File: config.mk
export PLATFORM = sky130hd
export DESIGN_NAME = regfile_writeback_sink_flat
export DESIGN_NICKNAME = d
export VERILOG_FILES = /design/src/rtl/regfile_writeback_sink_if.sv /design/src/rtl/regfile_writeback_sink.sv /design/src/flat_wrapper.sv
export SDC_FILE = /design/constraint.sdc
export NUM_CORES = 2
export LEC_CHECK = 0
export CAP_MARGIN = 20
export CORE_AREA = 10 10 334 336
export CTS_CLUSTER_SIZE = 20
export DETAILED_ROUTE_END_ITERATION = 16
export DIE_AREA = 0 0 344 346
export HOLD_SLACK_MARGIN = 0.08
export PLACE_DENSITY = 0.71
export SYNTH_ARGS = -nofsm -noshare
export SYNTH_HDL_FRONTEND = slang
export SYNTH_SLANG_ARGS = --single-unit
File: constraint.sdc
create_clock -name i_clk -period 3.3 [get_ports i_clk]
set_input_delay 0.495 -clock i_clk [delete_from_list [all_inputs] [get_ports i_clk]]
set_output_delay 0.495 -clock i_clk [all_outputs]
set_load 0.005 [all_outputs]
File: src/rtl/regfile_writeback_sink_if.sv
// rtl/regfile_writeback_sink_if.sv - MEM/WB write side and decode read/issue side bundle for the register file.
interface regfile_writeback_sink_if #(
  parameter int DATA_W = 32,
  parameter int ADDR_W = 5
);
  logic              i_WB;
  logic [ADDR_W-1:0] i_Rw;
  logic [DATA_W-1:0] i_data;
  logic [ADDR_W-1:0] i_Ra;
  logic [ADDR_W-1:0] i_Rb;
  logic              i_use_a;
  logic              i_use_b;
  logic              i_issue;
  logic [ADDR_W-1:0] i_issue_Rw;
  logic [DATA_W-1:0] o_busA;
  logic [DATA_W-1:0] o_busB;
  logic              o_stall;
  logic              o_full;

  modport master (
    output i_WB, i_Rw, i_data, i_Ra, i_Rb, i_use_a, i_use_b, i_issue, i_issue_Rw,
    input  o_busA, o_busB, o_stall, o_full
  );

  modport slave (
    input  i_WB, i_Rw, i_data, i_Ra, i_Rb, i_use_a, i_use_b, i_issue, i_issue_Rw,
    output o_busA, o_busB, o_stall, o_full
  );
endinterface

File: src/rtl/regfile_writeback_sink.sv
// rtl/regfile_writeback_sink.sv - 32-entry register file with per-register pending-write scoreboard.
// Optional write-through forwarding and relaxed hazard check under REGFILE_WB_BYPASS_EN.
module regfile_writeback_sink #(
  parameter int DATA_W = 32,
  parameter int ADDR_W = 5,
  parameter int CNT_W  = 2
) (
  input  logic                     i_clk,
  input  logic                     i_rst_n,
  regfile_writeback_sink_if.slave  bus
);
  localparam int DEPTH = 2 ** ADDR_W;
  localparam logic [CNT_W-1:0] CNT_MAX = '1;

  logic [DATA_W-1:0] regs_q [DEPTH];
  logic [DATA_W-1:0] regs_d [DEPTH];
  logic [CNT_W-1:0]  cnt_q  [DEPTH];
  logic [CNT_W-1:0]  cnt_d  [DEPTH];
  logic [DEPTH-1:0]  inc;
  logic [DEPTH-1:0]  dec;
  logic              wb_en;
  logic              haz_a;
  logic              haz_b;
  logic              full;
  logic [DATA_W-1:0] rd_a;
  logic [DATA_W-1:0] rd_b;

  assign wb_en = bus.i_WB && (bus.i_Rw != '0);

  always_comb begin
    inc = '0;
    dec = '0;
    for (int r = 1; r < DEPTH; r++) begin
      inc[r] = bus.i_issue && (bus.i_issue_Rw == ADDR_W'(r)) && (cnt_q[r] != CNT_MAX);
      dec[r] = bus.i_WB && (bus.i_Rw == ADDR_W'(r)) && (cnt_q[r] != '0);
    end
  end

  always_comb begin
    regs_d = regs_q;
    cnt_d  = cnt_q;
    if (wb_en) begin
      regs_d[bus.i_Rw] = bus.i_data;
    end
    for (int r = 1; r < DEPTH; r++) begin
      if (inc[r] && !dec[r]) begin
        cnt_d[r] = cnt_q[r] + CNT_W'(1);
      end else if (dec[r] && !inc[r]) begin
        cnt_d[r] = cnt_q[r] - CNT_W'(1);
      end
    end
    // Index 0 is hardwired: never holds data, never pending.
    regs_d[0] = '0;
    cnt_d[0]  = '0;
  end

  always_ff @(posedge i_clk) begin
    if (!i_rst_n) begin
      for (int r = 0; r < DEPTH; r++) begin
        regs_q[r] <= '0;
        cnt_q[r]  <= '0;
      end
    end else begin
      for (int r = 0; r < DEPTH; r++) begin
        regs_q[r] <= regs_d[r];
        cnt_q[r]  <= cnt_d[r];
      end
    end
  end

  always_comb begin
    rd_a = (bus.i_Ra == '0) ? '0 : regs_q[bus.i_Ra];
    rd_b = (bus.i_Rb == '0) ? '0 : regs_q[bus.i_Rb];
`ifdef REGFILE_WB_BYPASS_EN
    if (wb_en && (bus.i_Rw == bus.i_Ra)) rd_a = bus.i_data;
    if (wb_en && (bus.i_Rw == bus.i_Rb)) rd_b = bus.i_data;
`endif
  end

  always_comb begin
`ifdef REGFILE_WB_BYPASS_EN
    // A single outstanding write retiring this cycle is covered by the forward path.
    haz_a = bus.i_use_a && (bus.i_Ra != '0) &&
            ((cnt_q[bus.i_Ra] > CNT_W'(1)) ||
             ((cnt_q[bus.i_Ra] == CNT_W'(1)) && !(bus.i_WB && (bus.i_Rw == bus.i_Ra))));
    haz_b = bus.i_use_b && (bus.i_Rb != '0) &&
            ((cnt_q[bus.i_Rb] > CNT_W'(1)) ||
             ((cnt_q[bus.i_Rb] == CNT_W'(1)) && !(bus.i_WB && (bus.i_Rw == bus.i_Rb))));
`else
    haz_a = bus.i_use_a && (bus.i_Ra != '0) && (cnt_q[bus.i_Ra] != '0);
    haz_b = bus.i_use_b && (bus.i_Rb != '0) && (cnt_q[bus.i_Rb] != '0);
`endif
    full = bus.i_issue && (bus.i_issue_Rw != '0) && (cnt_q[bus.i_issue_Rw] == CNT_MAX);
  end

  assign bus.o_busA  = rd_a;
  assign bus.o_busB  = rd_b;
  assign bus.o_full  = full;
  assign bus.o_stall = haz_a || haz_b || full;
endmodule

File: src/flat_wrapper.sv
// flat-port wrapper written by rule: the top's interface ports become plain ports
module regfile_writeback_sink_flat 
#(
  parameter int DATA_W = 32,
  parameter int ADDR_W = 5,
  parameter int CNT_W  = 2
)
  (i_clk, i_rst_n, bus_i_WB, bus_i_Rw, bus_i_data, bus_i_Ra, bus_i_Rb, bus_i_use_a, bus_i_use_b, bus_i_issue, bus_i_issue_Rw, bus_o_busA, bus_o_busB, bus_o_stall, bus_o_full);
  regfile_writeback_sink_if #(.DATA_W(DATA_W), .ADDR_W(ADDR_W)) bus_i ();
  input  logic i_clk;
  input  logic i_rst_n;
  input wire logic [$bits(bus_i.i_WB)-1:0] bus_i_WB;
  input wire logic [$bits(bus_i.i_Rw)-1:0] bus_i_Rw;
  input wire logic [$bits(bus_i.i_data)-1:0] bus_i_data;
  input wire logic [$bits(bus_i.i_Ra)-1:0] bus_i_Ra;
  input wire logic [$bits(bus_i.i_Rb)-1:0] bus_i_Rb;
  input wire logic [$bits(bus_i.i_use_a)-1:0] bus_i_use_a;
  input wire logic [$bits(bus_i.i_use_b)-1:0] bus_i_use_b;
  input wire logic [$bits(bus_i.i_issue)-1:0] bus_i_issue;
  input wire logic [$bits(bus_i.i_issue_Rw)-1:0] bus_i_issue_Rw;
  output wire logic [$bits(bus_i.o_busA)-1:0] bus_o_busA;
  output wire logic [$bits(bus_i.o_busB)-1:0] bus_o_busB;
  output wire logic [$bits(bus_i.o_stall)-1:0] bus_o_stall;
  output wire logic [$bits(bus_i.o_full)-1:0] bus_o_full;
  assign bus_i.i_WB = bus_i_WB;
  assign bus_i.i_Rw = bus_i_Rw;
  assign bus_i.i_data = bus_i_data;
  assign bus_i.i_Ra = bus_i_Ra;
  assign bus_i.i_Rb = bus_i_Rb;
  assign bus_i.i_use_a = bus_i_use_a;
  assign bus_i.i_use_b = bus_i_use_b;
  assign bus_i.i_issue = bus_i_issue;
  assign bus_i.i_issue_Rw = bus_i_issue_Rw;
  assign bus_o_busA = bus_i.o_busA;
  assign bus_o_busB = bus_i.o_busB;
  assign bus_o_stall = bus_i.o_stall;
  assign bus_o_full = bus_i.o_full;
  regfile_writeback_sink #(.DATA_W(DATA_W), .ADDR_W(ADDR_W), .CNT_W(CNT_W)) u_core (.i_clk(i_clk), .i_rst_n(i_rst_n), .bus(bus_i));
endmodule
==> reports/results.tsv <==
stage	metric	value	unit
run_status	outcome	finished, violations left	
run_status	violations	setup timing	
timing	finalCritPeriodShare	100	%
timing	fmax	302	MHz
clock_tree	cts_hold_buf	0	
yosys	async_reset_ff_share	0	%
route	post_drt_wl_per_cell	29.0	um
timing	hold_slack	293	ps
critical_path	cp_slowest_stage_delay	510	ps
place	gp_congestion	0.899	
yosys	synth_area_leaders	dfxtp_1 37%, mux4_2 22%, nand2_1 14%	
global_route	grt_max_degree	140	
route	dr.pass1.iters	11	
global_route	grt_use_met3	9.48	%
floorplanning	floorplan.die_area	0.119	mm2
yosys	ys_seq_area_share	37.0	%
place	pre_cts_ws	-176	ps
final_layout	fin_util	64.1	%
floorplanning	core_area	0.105	mm2
global_route	use_met1	45.8	%
clock_tree	cts.sink_count	1054	
critical_path	path_cells	buf_16 -> buf_12 -> buf_12 -> buf_12 -> mux4_2 -> mux4_2 -> mux2_2 -> dlygate4sd2_1	
floorplanning	io_pins	124	
hold_path	hp-class	primary input to flip-flop	
route	wirelength	221000	um
critical_path	crit_path_end_kind	output port	
place	hpwl	132000	um
timing	slew_headroom	40.4	%
yosys	synth_top_area_share	37.0	%
yosys	syn_area	0.0570	mm2
global_route	met2_usage	53.0	%
clock_tree	clk_path_buf_depth	3	
place	portBuffers	123	
floorplanning	rows	119	
place	placed_area	0.0625	mm2
route	ant_nets	0	
clock_tree	clk_pin_slew_worst_paths	70	ps
critical_path	path_max_fanout	8	
timing	setup_viol	1	
global_route	grt.busiest_layer	met2	
floorplanning	fp.dieH	346	um
timing	tightest_slew	894	ps
global_route	grt_pass1_vias	49200	
critical_path	cp-start-kind	primary input	
clock_tree	htreeDepth	3	
critical_path	arrival	2820	ps
pwr	internal-power	21.6	mW
yosys	syn-num-nets	6155	
pwr	switching_share	25.4	%
yosys	yosysTopAreaCell	dfxtp_1	
timing	clock-skew-final	10.5	ps
yosys	synthesis.instances	6066	
final_layout	drive_gt1_share	21.9	%
route	drt_iter0_markers	8159	
route	viasPerCell	6.69	
global_route	overflow	0	
global_route	antenna_found_initial	7	
critical_path	worstPathRequired	2800	ps
final_layout	fillers	8327	
critical_path	critPathSlowestCell	mux4_2	
final_layout	fin_nets	6223	
clock_tree	clk_root_buffer_cell	clkbuf_16	
pwr	p_seq_share	44.6	%
floorplanning	start_util	54.4	%
timing	finalHoldViolCount	0	
clock_tree	cts-buffers-inserted	112	
floorplanning	die_w	344	um
critical_path	crit_top_cell	buf_12	
pwr	ir_drop	0.000445	V
yosys	synth_edf_count	0	
clock_tree	cts_tree	done	
pwr	power.density	431	mW/mm2
pwr	switching_power	7.36	mW
final_layout	fin_area	0.0671	mm2
critical_path	path_buf_inv	5	
timing	worst_slack	-13.3	ps
yosys	ys_ff_latch	1054	
timing	drv_slew	0	
critical_path	worstSetupPathType	primary input to output port	
pwr	clkPwrFrac	45.8	%
route	remaining_drc_errors	0	
run	drv_cap	0	
global_route	grt_pass1_wl	321000	um
yosys	ys.flop_type	dfxtp_1	
yosys	synth_cell_types	53	
clock_tree	clock_insertion_delay_worst_skew	730	ps
yosys	yosysWarnings	0	
global_route	grt_use_total	35.9	%
critical_path	cp_top_family	multiplexers	
pwr	power.leakage	23.0	nW
timing	period_needed	3310	ps
pwr	p_total	29.0	mW
final_layout	areaGrowthSynthToFinish	17.7	%
route	vias	51000	
yosys	syn_avg_cell_area	9.40	um2
pwr	pwr-share-comb	9.6	%
## Yosys cell counts, drive strengths merged, types with 10 or more instances
library cell	count
buf	88
o31ai	13
a221oi	13
nor3	23
mux2i	72
and2	33
clkbuf	521
o21ai	137
mux4	569
nor2	62
ha	31
nor3b	10
a21oi	16
nand2	2116
mux2	64
nand3	14
a211oi	29
xor2	31
or3	33
dfxtp	1054
xnor2	31
a21boi	1024
## worst register-to-register path: cells and delay by family (launching register included)
| family | cells | cell delay [ps] |
|---|---|---|
| AOI/OAI and AO/OA | 2 | 630 |
| adders and majority gates | 1 | 220 |
| buffers and inverters | 1 | 180 |
| DFF | 1 | 380 |
| and+or+nand+nor | 1 | 340 |
## stage by stage
stage               std cells  TNS (ps)
floorplan                6066         0
global placement         7373     -4930
detailed placement       7373     -5530
CTS                      7617         0
global route             7620     -30.2
finish                   7624     -13.3
## power groups by stage
stage	clock (mW)	combinational, mW	sequential, mW
floorplan	0	1.50	13.2
global placement	0	2.55	13.2
detailed placement	0	2.57	13.2
CTS	13.3	2.69	12.9
global route	13.7	2.86	12.9
finish	13.3	2.78	12.9
## cell usage in the layout, fill, tap and decap left out, drive strengths merged, types with 33 or more instances in the layout
master,synthesis,layout
buf,88,442
dfxtp,1054,1054
clkdlybuf4s50,0,56
mux2i,72,72
or3,33,33
mux4,569,569
clkbuf,521,154
nand2,2116,2116
dlygate4sd2,0,48
nor2,62,62
mux2,64,64
a21boi,1024,1024
o21ai,137,137
and2,33,33
## repair_timing
| item | CTS | global route |
|---|---|---|
| endpoints found under the setup margin | 65 | 14 |
| setup buffers | 24 | 3 |
| gates resized for setup | 107 | 16 |
| pin swaps | 0 | 1 |
| gates cloned | 11 | 1 |
## cells by family (layout without fill, tap and decap cells)
family / Yosys count / in the layout / share of synthesized area (%)
xor+xnor: 62 / 62 / 0.952
buf+inv: 615 / 778 / 4.29
other cells: 0 / 4 / 0
simple gates: 2336 / 2336 / 16.1
mux: 705 / 705 / 25.0
fa+ha+maj: 31 / 31 / 0.680
flops: 1054 / 1054 / 37.0
compound gates: 1263 / 1263 / 16.0
## routing by layer
metal,wire length [um],part of all wire [%]
met1,77200,35
met2,95200,43
met3,30600,14
met4,17800,8.1
met5,108,0.049
## sequential cells by signal, summed over array words and instances, names as in the netlist
signal and cells:
u_core.cnt_q 62, u_core.regs_q 992
## area by class of cell
| class | count | area (um2) | share of cell area (%) |
|---|---|---|---|
| multi-input combinational | 4397 | 33900 | 50.5 |
| sequential | 1054 | 21100 | 31.4 |
| timing repair buffer | 562 | 6470 | 9.64 |
| clock buffer | 153 | 3240 | 4.82 |
| tap | 1391 | 1740 | 2.59 |
| clock inverter | 56 | 603 | 0.898 |
| inverter | 6 | 38.8 | 0.0578 |
| timing repair inverter | 1 | 11.3 | 0.0168 |
| antenna | 4 | 10.0 | 0.0149 |
## worst paths after layout
kind / cells after the start / slack [ps] / to / from
max: 8 / -10 / bus_o_busA[27] / bus_i_Ra[0]
min: 2 / 290 / u_core.regs_q[239]$_SDFFE_PN0P_ / i_rst_n
max reg2reg: 5 / 1470 / u_core.cnt_q[47]$_SDFFE_PN0P_ / u_core.cnt_q[46]$_SDFFE_PN0P_
min reg2reg: 2 / 460 / u_core.regs_q[685]$_SDFFE_PN0P_ / u_core.regs_q[685]$_SDFFE_PN0P_
Power figures use the tool's default switching activity.
